$ cat config.mk
export PLATFORM = sky130hd
export DESIGN_NAME = btn_event_decoder
export DESIGN_NICKNAME = d
export VERILOG_FILES = /design/src/rtl/btn_event_decoder.sv
export SDC_FILE = /design/constraint.sdc
export NUM_CORES = 1
export LEC_CHECK = 0
export BUFFER_PORTS_ARGS = -buffer_cell sky130_fd_sc_hd__buf_2
export CAP_MARGIN = 20
export CORE_MARGIN = 2
export CORE_UTILIZATION = 45
export CTS_CLUSTER_SIZE = 12
export DETAILED_ROUTE_END_ITERATION = 12
export GPL_TIMING_DRIVEN = 0
export HOLD_SLACK_MARGIN = 0.08
export SETUP_SLACK_MARGIN = 0.2
export SYNTH_ARGS = -nofsm -noshare
export SYNTH_HDL_FRONTEND = slang
export SYNTH_SLANG_ARGS = --single-unit
$ cat constraint.sdc
create_clock -name clk -period 2.5 [get_ports clk]
set_input_delay 0.375 -clock clk [delete_from_list [all_inputs] [get_ports clk]]
set_output_delay 0.375 -clock clk [all_outputs]
set_load 0.01 [all_outputs]
$ cat src/rtl/btn_event_decoder.sv
// rtl/btn_event_decoder.sv - classifies a debounced button level into short/double/long/repeat pulses
// All gesture timing is counted in prescaler ticks; the prescaler free-runs, so timeouts carry -1 tick of jitter.
module btn_event_decoder #(
    parameter int CLK_FREQ     = 100_000_000,
    parameter int TICK_HZ      = 1000,
    parameter int LONG_TICKS   = 800,
    parameter int DBL_TICKS    = 250,
    parameter int REPEAT_TICKS = 100
) (
    input  logic clk,
    input  logic reset,
    input  logic i_btn,
    output logic o_short,
    output logic o_double,
    output logic o_long,
    output logic o_repeat,
    output logic o_pressed
);

    localparam int PRESCALE = CLK_FREQ / TICK_HZ;
    localparam int PW       = (PRESCALE > 1) ? $clog2(PRESCALE) : 1;
    localparam int MAX_LD   = (LONG_TICKS > DBL_TICKS) ? LONG_TICKS : DBL_TICKS;
    localparam int MAX_T    = (MAX_LD > REPEAT_TICKS) ? MAX_LD : REPEAT_TICKS;
    localparam int CW       = $clog2(MAX_T + 1);

    localparam logic [PW-1:0] PRESC_LAST  = PW'(PRESCALE - 1);
    localparam logic [CW-1:0] LONG_LAST   = CW'(LONG_TICKS - 1);
    localparam logic [CW-1:0] DBL_LAST    = CW'(DBL_TICKS - 1);
    localparam logic [CW-1:0] REPEAT_LAST = CW'(REPEAT_TICKS - 1);

    typedef enum logic [2:0] {
        IDLE,
        PRESS1,
        WAIT2,
        LONG_HOLD,
        WAIT_REL
    } state_t;

    state_t        state;
    logic [PW-1:0] presc;
    logic [CW-1:0] tick_cnt;
    logic          btn_q;
    logic          btn_q2;
    logic          tick;
    logic          rise;
    logic          fall;

    assign tick      = (presc == PRESC_LAST);
    assign rise      = btn_q & ~btn_q2;
    assign fall      = ~btn_q & btn_q2;
    assign o_pressed = btn_q;

    always_ff @(posedge clk) begin
        if (reset) begin
            presc <= '0;
        end else if (tick) begin
            presc <= '0;
        end else begin
            presc <= presc + 1'b1;
        end
    end

    // Sample registers reset to 1 so a button held through reset never looks like a fresh press.
    always_ff @(posedge clk) begin
        if (reset) begin
            btn_q    <= 1'b1;
            btn_q2   <= 1'b1;
            state    <= IDLE;
            tick_cnt <= '0;
            o_short  <= 1'b0;
            o_double <= 1'b0;
            o_long   <= 1'b0;
            o_repeat <= 1'b0;
        end else begin
            btn_q    <= i_btn;
            btn_q2   <= btn_q;
            o_short  <= 1'b0;
            o_double <= 1'b0;
            o_long   <= 1'b0;
            o_repeat <= 1'b0;
            if (tick && !(&tick_cnt)) begin
                tick_cnt <= tick_cnt + 1'b1;
            end
            // Edges are tested before timeouts so an edge wins a same-cycle race with the final tick.
            case (state)
                IDLE: begin
                    if (rise) begin
                        state    <= PRESS1;
                        tick_cnt <= '0;
                    end
                end
                PRESS1: begin
                    if (fall) begin
                        state    <= WAIT2;
                        tick_cnt <= '0;
                    end else if (tick && tick_cnt == LONG_LAST) begin
                        state    <= LONG_HOLD;
                        tick_cnt <= '0;
                        o_long   <= 1'b1;
                    end
                end
                WAIT2: begin
                    if (rise) begin
                        state    <= WAIT_REL;
                        tick_cnt <= '0;
                        o_double <= 1'b1;
                    end else if (tick && tick_cnt == DBL_LAST) begin
                        state    <= IDLE;
                        tick_cnt <= '0;
                        o_short  <= 1'b1;
                    end
                end
                LONG_HOLD: begin
                    if (fall) begin
                        state    <= IDLE;
                        tick_cnt <= '0;
                    end else if (tick && tick_cnt == REPEAT_LAST) begin
                        tick_cnt <= '0;
                        o_repeat <= 1'b1;
                    end
                end
                WAIT_REL: begin
                    if (fall) begin
                        state    <= IDLE;
                        tick_cnt <= '0;
                    end
                end
                default: begin
                    state    <= IDLE;
                    tick_cnt <= '0;
                end
            endcase
        end
    end

endmodule

==> results.py, run 1 <==
metrics = {
    "logic_synthesis": {
        "synth_nets": 205,
        "syn-cell-area_sq_um": 1740,
        "synth_seq_cells": 36,
        "synthCells": 199,
        "yosysSeqAreaShare_pct": 41.3,
        "yosysWarningCount": 0,
        "syn-mean-instance-area_sq_um": 8.76,
        "yosysUniqueCellTypes": 38,
    },
    "detailed_routing": {
        "dr.first_iter.drc_count": 170,
        "pre_antenna_drt_iters": 4,
        "count_of_unresolved_drc_violations_after_routing": 0,
        "antenna_violating_nets_post_route": 0,
        "drt-wirelength-per-cell_um": 12.9,
        "avgViaCountPerCell": 5.52,
        "detail_route.wirelength_um": 3480,
        "routed-via-count": 1485,
    },
    "power": {
        "power.sequential.fraction_pct": 56.3,
        "pwr_per_cell_area_nw_per_um2": 517,
        "power_switching_mw": 0.222,
        "combinationalPowerShare_pct": 3.5,
        "clkPwrFrac_pct": 40.2,
        "leakage_nw": 0.716,
        "power.switching_fraction_pct": 21.3,
        "cellInternalPower_mw": 0.817,
        "design_power_total_mw": 1.04,
        "power.ir.vdd_worst_v": 0.000350,
    },
    "clocking": {
        "clk-insertion-delay-late_ps": 280,
        "tritoncts": "yes",
        "clock_tree.htree_level_count": 2,
        "cts.root.buffer_cell": "clkbuf_8",
        "clkSlewWorstSetupHoldPaths_ps": 70,
        "ctsLongestPathBuffers": 2,
        "post_cts_hold_buffer_count": 0,
        "numCtsBuffers": 5,
        "cts_sinks": 36,
    },
    "place": {
        "dp_hpwl_um": 2500,
        "place_worst_setup_slack_ps": -11.8,
        "port_buffers": 7,
        "routabilityCongestion": 0.823,
        "dp_cells": 254,
    },
    "timing": {
        "max_slew_headroom_at_the_worst_pin_pct": 49.9,
        "fmax_mhz": 441,
        "timing.final.setup_violations": 0,
        "rsz0062_at_grt": "true",
        "min_period_ps": 2270,
        "slew_violations": 0,
        "setup_tns_ps": 0,
        "finalWorstSetupSlack_ps": 232,
        "skew_ps": 4.28,
        "finalHoldViolCount": 0,
        "tightestPinTransition_ps": 746,
        "finalCritPeriodShare_pct": 90.7,
    },
    "floorplan": {
        "initial_utilization_pct": 47.3,
        "rows": 22,
        "design.die.area_sq_um": 4390,
        "fp.coreArea_sq_um": 3690,
        "dieHeight_um": 66.2,
        "die-width_um": 66.2,
        "io_pins": 8,
    },
    "outcome": {
        "run_status": "complete, no violations",
    },
    "layout": {
        "register_area_sq_um": 729,
        "drive_gt1_share_pct": 18.1,
        "n_fill_cell": 366,
        "layout-area-overhead-vs-synth_pct": 15.2,
        "antenna-diode-count": 0,
        "multi_input_comb_area_sq_um": 976,
        "fin_cells": 269,
        "finalNetCount": 226,
    },
    "critical_path": {
        "rr_endpoint": "tick_cnt[9]$_SDFF_PP0_",
        "r2r.worst_path.cells": 6,
        "cp-startpoint": "presc[11]$_SDFF_PP0_",
        "timing.setup.critical_path_class": "flop to flop",
        "r2r_setup_slack_ps": 230,
        "path_max_fanout": 6,
        "worst_ep_required_time_ps": 2660,
        "element_type_at_the_critical_path_end": "flop",
        "crit_path_start_kind": "flop",
        "critPathCapture": "tick_cnt[9]$_SDFF_PP0_",
        "timing.rr.start": "presc[11]$_SDFF_PP0_",
        "cp_data_arrival_time_ps": 2430,
    },
    "run": {
        "max_cap_viol_count": 0,
    },
    "grt": {
        "first_global_vias": 1362,
        "initial_antenna_violation_count": 0,
        "maximum_number_of_pins_on_one_net_before_global_route_repair": 11,
        "grt_usage_pct": 17.9,
        "grt_overflow": 0,
        "grt_pass1_wl_um": 6010,
    },
    "worst_hold_path": {
        "kind_of_path_behind_the_tightest_hold_check": "input port to flop",
    },
}
==> cells by family after synthesis <==
| logic type | count (synthesis) | share of synthesized area (%) |
|---|---|---|
| AOI/OAI and AO/OA | 16 | 6.89 |
| xor gates and xnor gates | 22 | 11.1 |
| and+or+nand+nor | 108 | 34.4 |
| muxes | 2 | 1.15 |
| adders and majority gates | 3 | 2.15 |
| buffers and inverters | 12 | 3.02 |
| DFF | 36 | 41.3 |
==> through the flow <==
stage	cell area [sq um]	util (%)	hold WS [ps]
finish	2010	54.4	275
global route	2010	54.4	273
CTS	1960	53.2	270
detailed placement	1840	49.8	468
global placement	1840	49.8	441
floorplan	1740	-	430
==> metal layers <==
layer	global-route usage, %	share of wire, %	up-vias
met5	0	0	-
met3	4.94	3.0	5
met2	27.3	48	20
met1	23.1	47	713
li1	-	-	747
met4	8.93	1.6	0
==> critical path, cell delays in order (launching register included) <==
cell,delay [ps]
dfxtp_2,330
or4_4,540
or4_4,540
buf_6,150
a2111oi_4,330
buf_4,200
nor3_1,50
==> cell usage after synthesis (all sizes together) <==
| library cell | count | area share, % |
|---|---|---|
| nand4b | 2 | 1.0 |
| a21boi | 1 | 0.43 |
| o21ai | 8 | 2.3 |
| ha | 3 | 2.2 |
| a2111oi | 1 | 1.6 |
| a31o | 1 | 0.50 |
| inv | 6 | 1.3 |
| nand3b | 1 | 0.43 |
| or4 | 4 | 2.2 |
| mux2i | 2 | 1.1 |
| dfxtp | 36 | 41 |
| or4bb | 1 | 0.65 |
| a21oi | 2 | 0.57 |
| o31ai | 1 | 0.43 |
| or3b | 1 | 0.50 |
| or2 | 2 | 0.72 |
| o2111a | 1 | 0.65 |
| nor4b | 1 | 0.50 |
| nand3 | 15 | 4.3 |
| and4 | 3 | 1.5 |
| xor2 | 9 | 4.5 |
| nand2 | 8 | 1.7 |
| a211oi | 1 | 0.43 |
| clkbuf | 5 | 1.1 |
| nand2b | 3 | 1.1 |
| and3 | 8 | 2.9 |
| xnor2 | 13 | 6.5 |
| nor3b | 1 | 0.43 |
| nor4 | 4 | 2.2 |
| nor3 | 16 | 4.6 |
| nor2b | 2 | 0.72 |
| nand4 | 5 | 1.8 |
| buf | 1 | 0.65 |
| nor2 | 27 | 5.8 |
| or3 | 4 | 1.4 |
==> registers in the layout, indices dropped and copies added, names as in the netlist <==
register / count
presc: 17
o_pressed: 1
state: 3
tick_cnt: 10
o_long: 1
btn_q2: 1
o_repeat: 1
o_short: 1
o_double: 1
==> area by class of cell <==
class,instances,area share (%)
timing repair buffer,14,4.36
clock buffer,8,4.49
sequential,36,36.3
buffer,6,2.12
tap,48,2.99
multi-input combinational,151,48.6
inverter,6,1.12
==> power by group through the flow <==
stage	clock network (mW)	logic, mW	registers, mW
floorplan	0	0.0246	0.598
detailed placement	0	0.0357	0.598
CTS	0.433	0.0370	0.585
global placement	0	0.0346	0.598
finish	0.418	0.0365	0.584
global route	0.458	0.0420	0.585
==> how the worst min path moves through the flow <==
| stage | from | to | slack (ps) | depth (start not counted) |
|---|---|---|---|---|
| 2_1_floorplan | presc[0]$_SDFF_PP0_ | presc[0]$_SDFF_PP0_ | 430 | 1 |
| 3_5_place_dp | presc[0]$_SDFF_PP0_ | presc[0]$_SDFF_PP0_ | 470 | 1 |
| 3_3_place_gp | presc[0]$_SDFF_PP0_ | presc[0]$_SDFF_PP0_ | 440 | 1 |
| 4_1_cts | i_btn | o_pressed$_SDFF_PP1_ | 270 | 2 |
| 5_1_grt | i_btn | o_pressed$_SDFF_PP1_ | 270 | 2 |
| 6_report | i_btn | o_pressed$_SDFF_PP1_ | 270 | 2 |
==> cell usage in the layout (no fill, tap or decap), types with 3 or more instances in the layout <==
cell and n:
o21ai_0 7, ha_1 3, nand3_1 15, inv_1 6, xnor2_1 13, or3_1 4
and3_1 8, nand2_1 8, clkbuf_8 7, nand2b_1 3, dfxtp_1 31, nand4_1 5
xor2_1 9, nor2_1 26, clkbuf_1 4, buf_4 7, dfxtp_2 4, and4_1 3
buf_2 7, nor3_1 16
==> timing repair <==
action,CTS,global route
setup buffers,3,4
gates resized for setup,5,9
pin swaps,1,1
endpoints found under the setup margin,21,11
endpoints found under the hold margin,0,0
Power figures use the tool's default switching activity.
==> run 2: changes to the inputs <==
REMOVE_ABC_BUFFERS = 1   (was not set)
==> results.py, run 2 (synthesis results as in run 1) <==
metrics = {
    "outcome": {
        "run_status": "complete, no violations",
    },
    "detailed_routing": {
        "detail_route.wirelength_um": 3580,
        "drt-wirelength-per-cell_um": 13.9,
        "routed-via-count": 1441,
        "dr.first_iter.drc_count": 76,
        "antenna_violating_nets_post_route": 0,
        "count_of_unresolved_drc_violations_after_routing": 0,
        "pre_antenna_drt_iters": 4,
        "avgViaCountPerCell": 5.59,
    },
    "power": {
        "leakage_nw": 0.663,
        "power.ir.vdd_worst_v": 0.000225,
        "pwr_per_cell_area_nw_per_um2": 547,
    },
    "clocking": {
        "tritoncts": "yes",
        "cts_sinks": 36,
        "cts.root.buffer_cell": "clkbuf_8",
        "post_cts_hold_buffer_count": 0,
        "ctsLongestPathBuffers": 2,
        "clk-insertion-delay-late_ps": 290,
        "numCtsBuffers": 5,
        "clock_tree.htree_level_count": 2,
        "clkSlewWorstSetupHoldPaths_ps": 70,
    },
    "place": {
        "routabilityCongestion": 0.910,
        "dp_hpwl_um": 2520,
        "port_buffers": 7,
        "postPlaceCellArea_sq_um": 1810,
    },
    "worst_hold_path": {
        "kind_of_path_behind_the_tightest_hold_check": "input port to flop",
    },
    "run": {
        "max_cap_viol_count": 0,
    },
    "timing": {
        "fmax_mhz": 449,
        "tightestPinTransition_ps": 657,
        "max_slew_headroom_at_the_worst_pin_pct": 55.8,
        "timing.final.setup_violations": 0,
        "setup_tns_ps": 0,
        "min_period_ps": 2220,
        "finalHoldViolCount": 0,
        "finalCritPeriodShare_pct": 89.0,
        "slew_violations": 0,
        "rsz0062_at_grt": "false",
        "skew_ps": 9.13,
        "hold_slack_ps": 264,
    },
    "critical_path": {
        "r2r_setup_slack_ps": 280,
        "r2r.worst_path.cells": 5,
        "element_type_at_the_critical_path_end": "flop",
        "timing.rr.start": "presc[6]$_SDFF_PP0_",
        "rr_endpoint": "tick_cnt[9]$_SDFF_PP0_",
        "timing.setup.critical_path_class": "flop to flop",
        "worst_ep_required_time_ps": 2660,
        "path_max_fanout": 6,
        "cp_data_arrival_time_ps": 2390,
        "critPathCapture": "tick_cnt[9]$_SDFF_PP0_",
        "cp-startpoint": "presc[6]$_SDFF_PP0_",
        "crit_path_start_kind": "flop",
    },
    "grt": {
        "initial_antenna_violation_count": 0,
        "grt_usage_pct": 18.3,
        "grt_pass1_wl_um": 6130,
        "maximum_number_of_pins_on_one_net_before_global_route_repair": 15,
        "first_global_vias": 1340,
        "grt_overflow": 0,
    },
    "layout": {
        "register_area_sq_um": 723,
        "finalNetCount": 215,
        "largest_register": "presc",
        "antenna-diode-count": 0,
        "layout-area-overhead-vs-synth_pct": 10.7,
        "drive_gt1_share_pct": 14.3,
        "n_fill_cell": 331,
        "commonest_cells_after_routing_fill_and_taps_aside": "dfxtp_1 (34), nor2_1 (26), nor3_1 (16)",
        "most_common_library_cell_in_the_layout_ignoring_fill_and_taps": "dfxtp_1",
        "number_of_flip_flops_in_the_largest_register": 17,
        "reg.largest.list": "presc: 17 flops, tick_cnt: 10 flops, state: 3 flops",
        "multi_input_comb_area_sq_um": 980,
        "post_route_design_area_sq_um": 1930,
    },
    "floorplan": {
        "initial_utilization_pct": 47.3,
        "design.die.area_sq_um": 4390,
        "die-width_um": 66.2,
        "fp.coreArea_sq_um": 3690,
        "dieHeight_um": 66.2,
        "io_pins": 8,
        "rows": 22,
    },
}
## run 2: cell count changes in the layout (fill, tap and decap cells not counted), sizes merged
cell      change
buf           -6
clkbuf        -6
clkinvlp      +1
## run 2: power breakdown
part | internal (mW) | leakage [nW] | switching [mW]
Sequential | 0.579 | 0.292 | 0.00735
Clock | 0.224 | 0.0445 | 0.210
Combinational | 0.0125 | 0.327 | 0.0214
## run 2: repair_timing
action | 4_1_cts | 5_1_grt
gates resized for setup | 1 | 4
pin swaps | 1 | 0
setup buffers | 2 | 0
endpoints found under the setup margin | 11 | 11
## run 2: area by class of cell
type / count / area share [%]
Clock buffer: 7 / 4.47
Clock inverter: 1 / 0.389
Inverter: 6 / 1.17
Multi-Input combinational cell: 151 / 50.8
Sequential cell: 36 / 37.5
Tap cell: 48 / 3.11
Timing Repair Buffer: 9 / 2.59
## run 2: through the flow
| step | setup WS [ps] | std cells | power [mW] | utilization, % |
|---|---|---|---|---|
| global placement | 67.7 | 248 | 0.631 | 49.0 |
| finish | 275 | 258 | 1.06 | 52.3 |
| detailed placement | 42.3 | 248 | 0.633 | 49.0 |
| floorplan | 277 | 193 | 0.621 | - |
| CTS | 266 | 258 | 1.07 | 52.1 |
| global route | 210 | 258 | 1.10 | 52.3 |
## run 2: worst max-delay path: stages, from the launching register on
cell	delay, ps
dfxtp_2	340
or4_4	540
or4_4	620
a2111oi_4	340
buf_4	200
nor3_1	50
## run 2: metal layers
| layer | part of all wire (%) | GRT usage (%) | vias up |
|---|---|---|---|
| met5 | 0 | 0 | - |
| met4 | 1.6 | 7.40 | 0 |
| met3 | 3.7 | 5.11 | 6 |
| met2 | 46 | 28.7 | 28 |
| met1 | 49 | 23.6 | 687 |
| li1 | - | - | 720 |
## run 2: worst min path at each step
stage | from | endpoint | slack [ps] | cells past startpoint
floorplan | presc[0]$_SDFF_PP0_ | presc[0]$_SDFF_PP0_ | 430 | 1
global placement | presc[0]$_SDFF_PP0_ | presc[0]$_SDFF_PP0_ | 450 | 1
detailed placement | presc[0]$_SDFF_PP0_ | presc[0]$_SDFF_PP0_ | 460 | 1
CTS | i_btn | o_pressed$_SDFF_PP1_ | 260 | 2
global route | i_btn | o_pressed$_SDFF_PP1_ | 280 | 2
finish | i_btn | o_pressed$_SDFF_PP1_ | 260 | 2
==> run 3: changes to the inputs <==
ABC_AREA = 1   (was not set)
CTS_CLUSTER_SIZE = 30   (was 12)
==> results.py, run 3 <==
metrics = {
    "outcome": {
        "run_status": "complete, no violations",
    },
    "logic_synthesis": {
        "async_flop_share_pct": 0,
        "yosysMostFrequentCell": "nand2_1",
        "synthCells": 290,
        "synth_enable_flop_cells": 0,
        "syn-cell-area_sq_um": 2010,
        "yosysSeqAreaShare_pct": 35.8,
        "yosys.area.top_type": "dfxtp_1",
        "postSynth.topFlopCell": "dfxtp_1",
        "yosysWarningCount": 0,
        "ys_top_cells_by_count": "nand2_1 (64), nor2_1 (47), dfxtp_1 (36)",
        "yosysUniqueCellTypes": 26,
        "area_share_of_the_largest_cell_type_after_synthesis_pct": 35.8,
        "post_synth_main_area_contributors": "dfxtp_1 (36%), nand2_1 (12%), nor2_1 (8.8%)",
        "syn-mean-instance-area_sq_um": 6.93,
        "synth_seq_cells": 36,
    },
    "detailed_routing": {
        "antenna_violating_nets_post_route": 0,
        "detail_route.wirelength_um": 3860,
        "pre_antenna_drt_iters": 5,
        "dr.first_iter.drc_count": 124,
        "avgViaCountPerCell": 4.89,
        "drt-wirelength-per-cell_um": 10.9,
        "routed-via-count": 1736,
        "count_of_unresolved_drc_violations_after_routing": 0,
    },
    "clocking": {
        "clock_tree.htree_level_count": 2,
        "clk-insertion-delay-late_ps": 290,
        "post-cts-setup-buffers": 0,
        "clkSlewWorstSetupHoldPaths_ps": 70,
        "tritoncts": "yes",
        "post_cts_hold_buffer_count": 0,
        "cts.repair.resized": 0,
        "cts_sinks": 36,
        "numCtsBuffers": 5,
        "cts.root.buffer_cell": "clkbuf_8",
        "ctsLongestPathBuffers": 2,
    },
    "run": {
        "max_cap_viol_count": 0,
    },
    "critical_path": {
        "timing.setup.critical_path_class": "flop to flop",
        "worst_ep_required_time_ps": 2670,
        "cp_data_arrival_time_ps": 1940,
        "path_max_fanout": 10,
        "r2r.worst_path.cells": 10,
        "element_type_at_the_critical_path_end": "flop",
        "crit_path_start_kind": "flop",
    },
    "place": {
        "postPlaceCellArea_sq_um": 2110,
        "dp_cells": 348,
        "port_buffers": 7,
        "dp_hpwl_um": 2920,
        "routabilityCongestion": 0.804,
    },
    "grt": {
        "first_global_vias": 1648,
        "grt_overflow": 0,
        "maximum_number_of_pins_on_one_net_before_global_route_repair": 18,
        "grt_pass1_wl_um": 7020,
        "initial_antenna_violation_count": 0,
        "grt_usage_pct": 17.1,
    },
    "worst_hold_path": {
        "hold_depth": 2,
        "kind_of_path_behind_the_tightest_hold_check": "input port to flop",
    },
    "power": {
        "power.ir.vdd_worst_v": 0.000269,
        "pwr_per_cell_area_nw_per_um2": 672,
        "leakage_nw": 0.817,
    },
    "layout": {
        "commonest_cells_after_routing_fill_and_taps_aside": "nand2_1 (64), nor2_1 (47), dfxtp_1 (36)",
        "reg.largest.list": "presc: 17 flops, tick_cnt: 10 flops, state: 3 flops",
        "drive_gt1_share_pct": 16.2,
        "layout-area-overhead-vs-synth_pct": 9.52,
        "n_fill_cell": 448,
        "fin_cells": 355,
        "number_of_flip_flops_in_the_largest_register": 17,
        "largest_register": "presc",
        "antenna-diode-count": 0,
        "post_route_design_area_sq_um": 2200,
        "utilization_of_the_core_after_routing_pct": 50.9,
        "finalNetCount": 309,
        "most_common_library_cell_in_the_layout_ignoring_fill_and_taps": "nand2_1",
    },
    "floorplan": {
        "fp.coreArea_sq_um": 4320,
        "io_pins": 8,
        "dieHeight_um": 70.8,
        "die-width_um": 70.8,
        "design.die.area_sq_um": 5020,
        "initial_utilization_pct": 46.5,
        "rows": 24,
    },
    "timing": {
        "timing.final.setup_violations": 0,
        "tightestPinTransition_ps": 488,
        "max_slew_headroom_at_the_worst_pin_pct": 67.2,
        "finalCritPeriodShare_pct": 70.8,
        "skew_ps": 9.09,
        "fmax_mhz": 565,
        "min_period_ps": 1770,
        "finalHoldViolCount": 0,
        "slew_violations": 0,
        "setup_tns_ps": 0,
        "rsz0062_at_grt": "false",
    },
}
## run 3: changes by cell type after synthesis, sizes merged, moves of 3 or more
cell	before	now
or4	4	0
nor2	27	59
xnor2	13	0
and3	8	1
nand4	5	11
o21ai	8	5
a21oi	2	11
inv	6	39
nand2	8	72
nand2b	3	0
or3	4	0
and4	3	0
clkbuf	5	0
## run 3: worst paths after layout
kind | start | end | slack (ps)
worst min register to register | presc[0]$_SDFF_PP0_ | presc[0]$_SDFF_PP0_ | 450
worst max register to register | tick_cnt[0]$_SDFF_PP0_ | tick_cnt[8]$_SDFF_PP0_ | 730
worst min-delay path | i_btn | o_pressed$_SDFF_PP1_ | 270
worst max-delay path | tick_cnt[0]$_SDFF_PP0_ | tick_cnt[8]$_SDFF_PP0_ | 730
## run 3: cell families after synthesis
| family | after synthesis | synth area share (%) |
|---|---|---|
| xor gates and xnor gates | 10 | 4.36 |
| AOI/OAI and AO/OA | 17 | 4.92 |
| DFF | 36 | 35.8 |
| adders and majority gates | 3 | 1.87 |
| buffers and inverters | 40 | 7.53 |
| and+or+nand+nor | 184 | 45.5 |
## run 3: final cells by class
class                           instances  area [sq um]  area share, %
Multi-Input combinational cell        214          1140           51.7
Tap cell                               52          65.1           2.95
Clock buffer                            7          96.3           4.38
Timing Repair Buffer                    7          35.0           1.59
Sequential cell                        36           721           32.7
Inverter                               39           146           6.65
## run 3: where the power goes
group	switching [mW]	leakage (nW)	total (mW)	internal (mW)
registers	0.0250	0.292	0.629	0.604
clock network	0.201	0.0503	0.446	0.245
logic	0.266	0.475	0.405	0.139
## run 3: worst max-delay path: stages, from the launching register on
cell      delay (ps)
dfxtp_1          370
ha_1             230
nand2_1          120
nor2_4           130
nand3_4          100
nor2_4            90
nand3_2          110
nand2_4          110
nand2_4           50
o21bai_4         270
nor2_1            60
## run 3: stage by stage
step	setup WS (ps)	power (mW)	hold WS, ps
detailed placement	711	1.04	446
global placement	713	1.04	433
floorplan	941	0.971	418
finish	729	1.48	269
global route	536	1.57	280
CTS	696	1.50	267
## run 3: metal layers
metal	GRT usage [%]	part of all wire (%)	up-vias
li1	-	-	942
met1	22.7	51	765
met2	27.7	45	22
met3	3.56	3.1	7
met4	6.08	1.5	0
met5	0	0	-
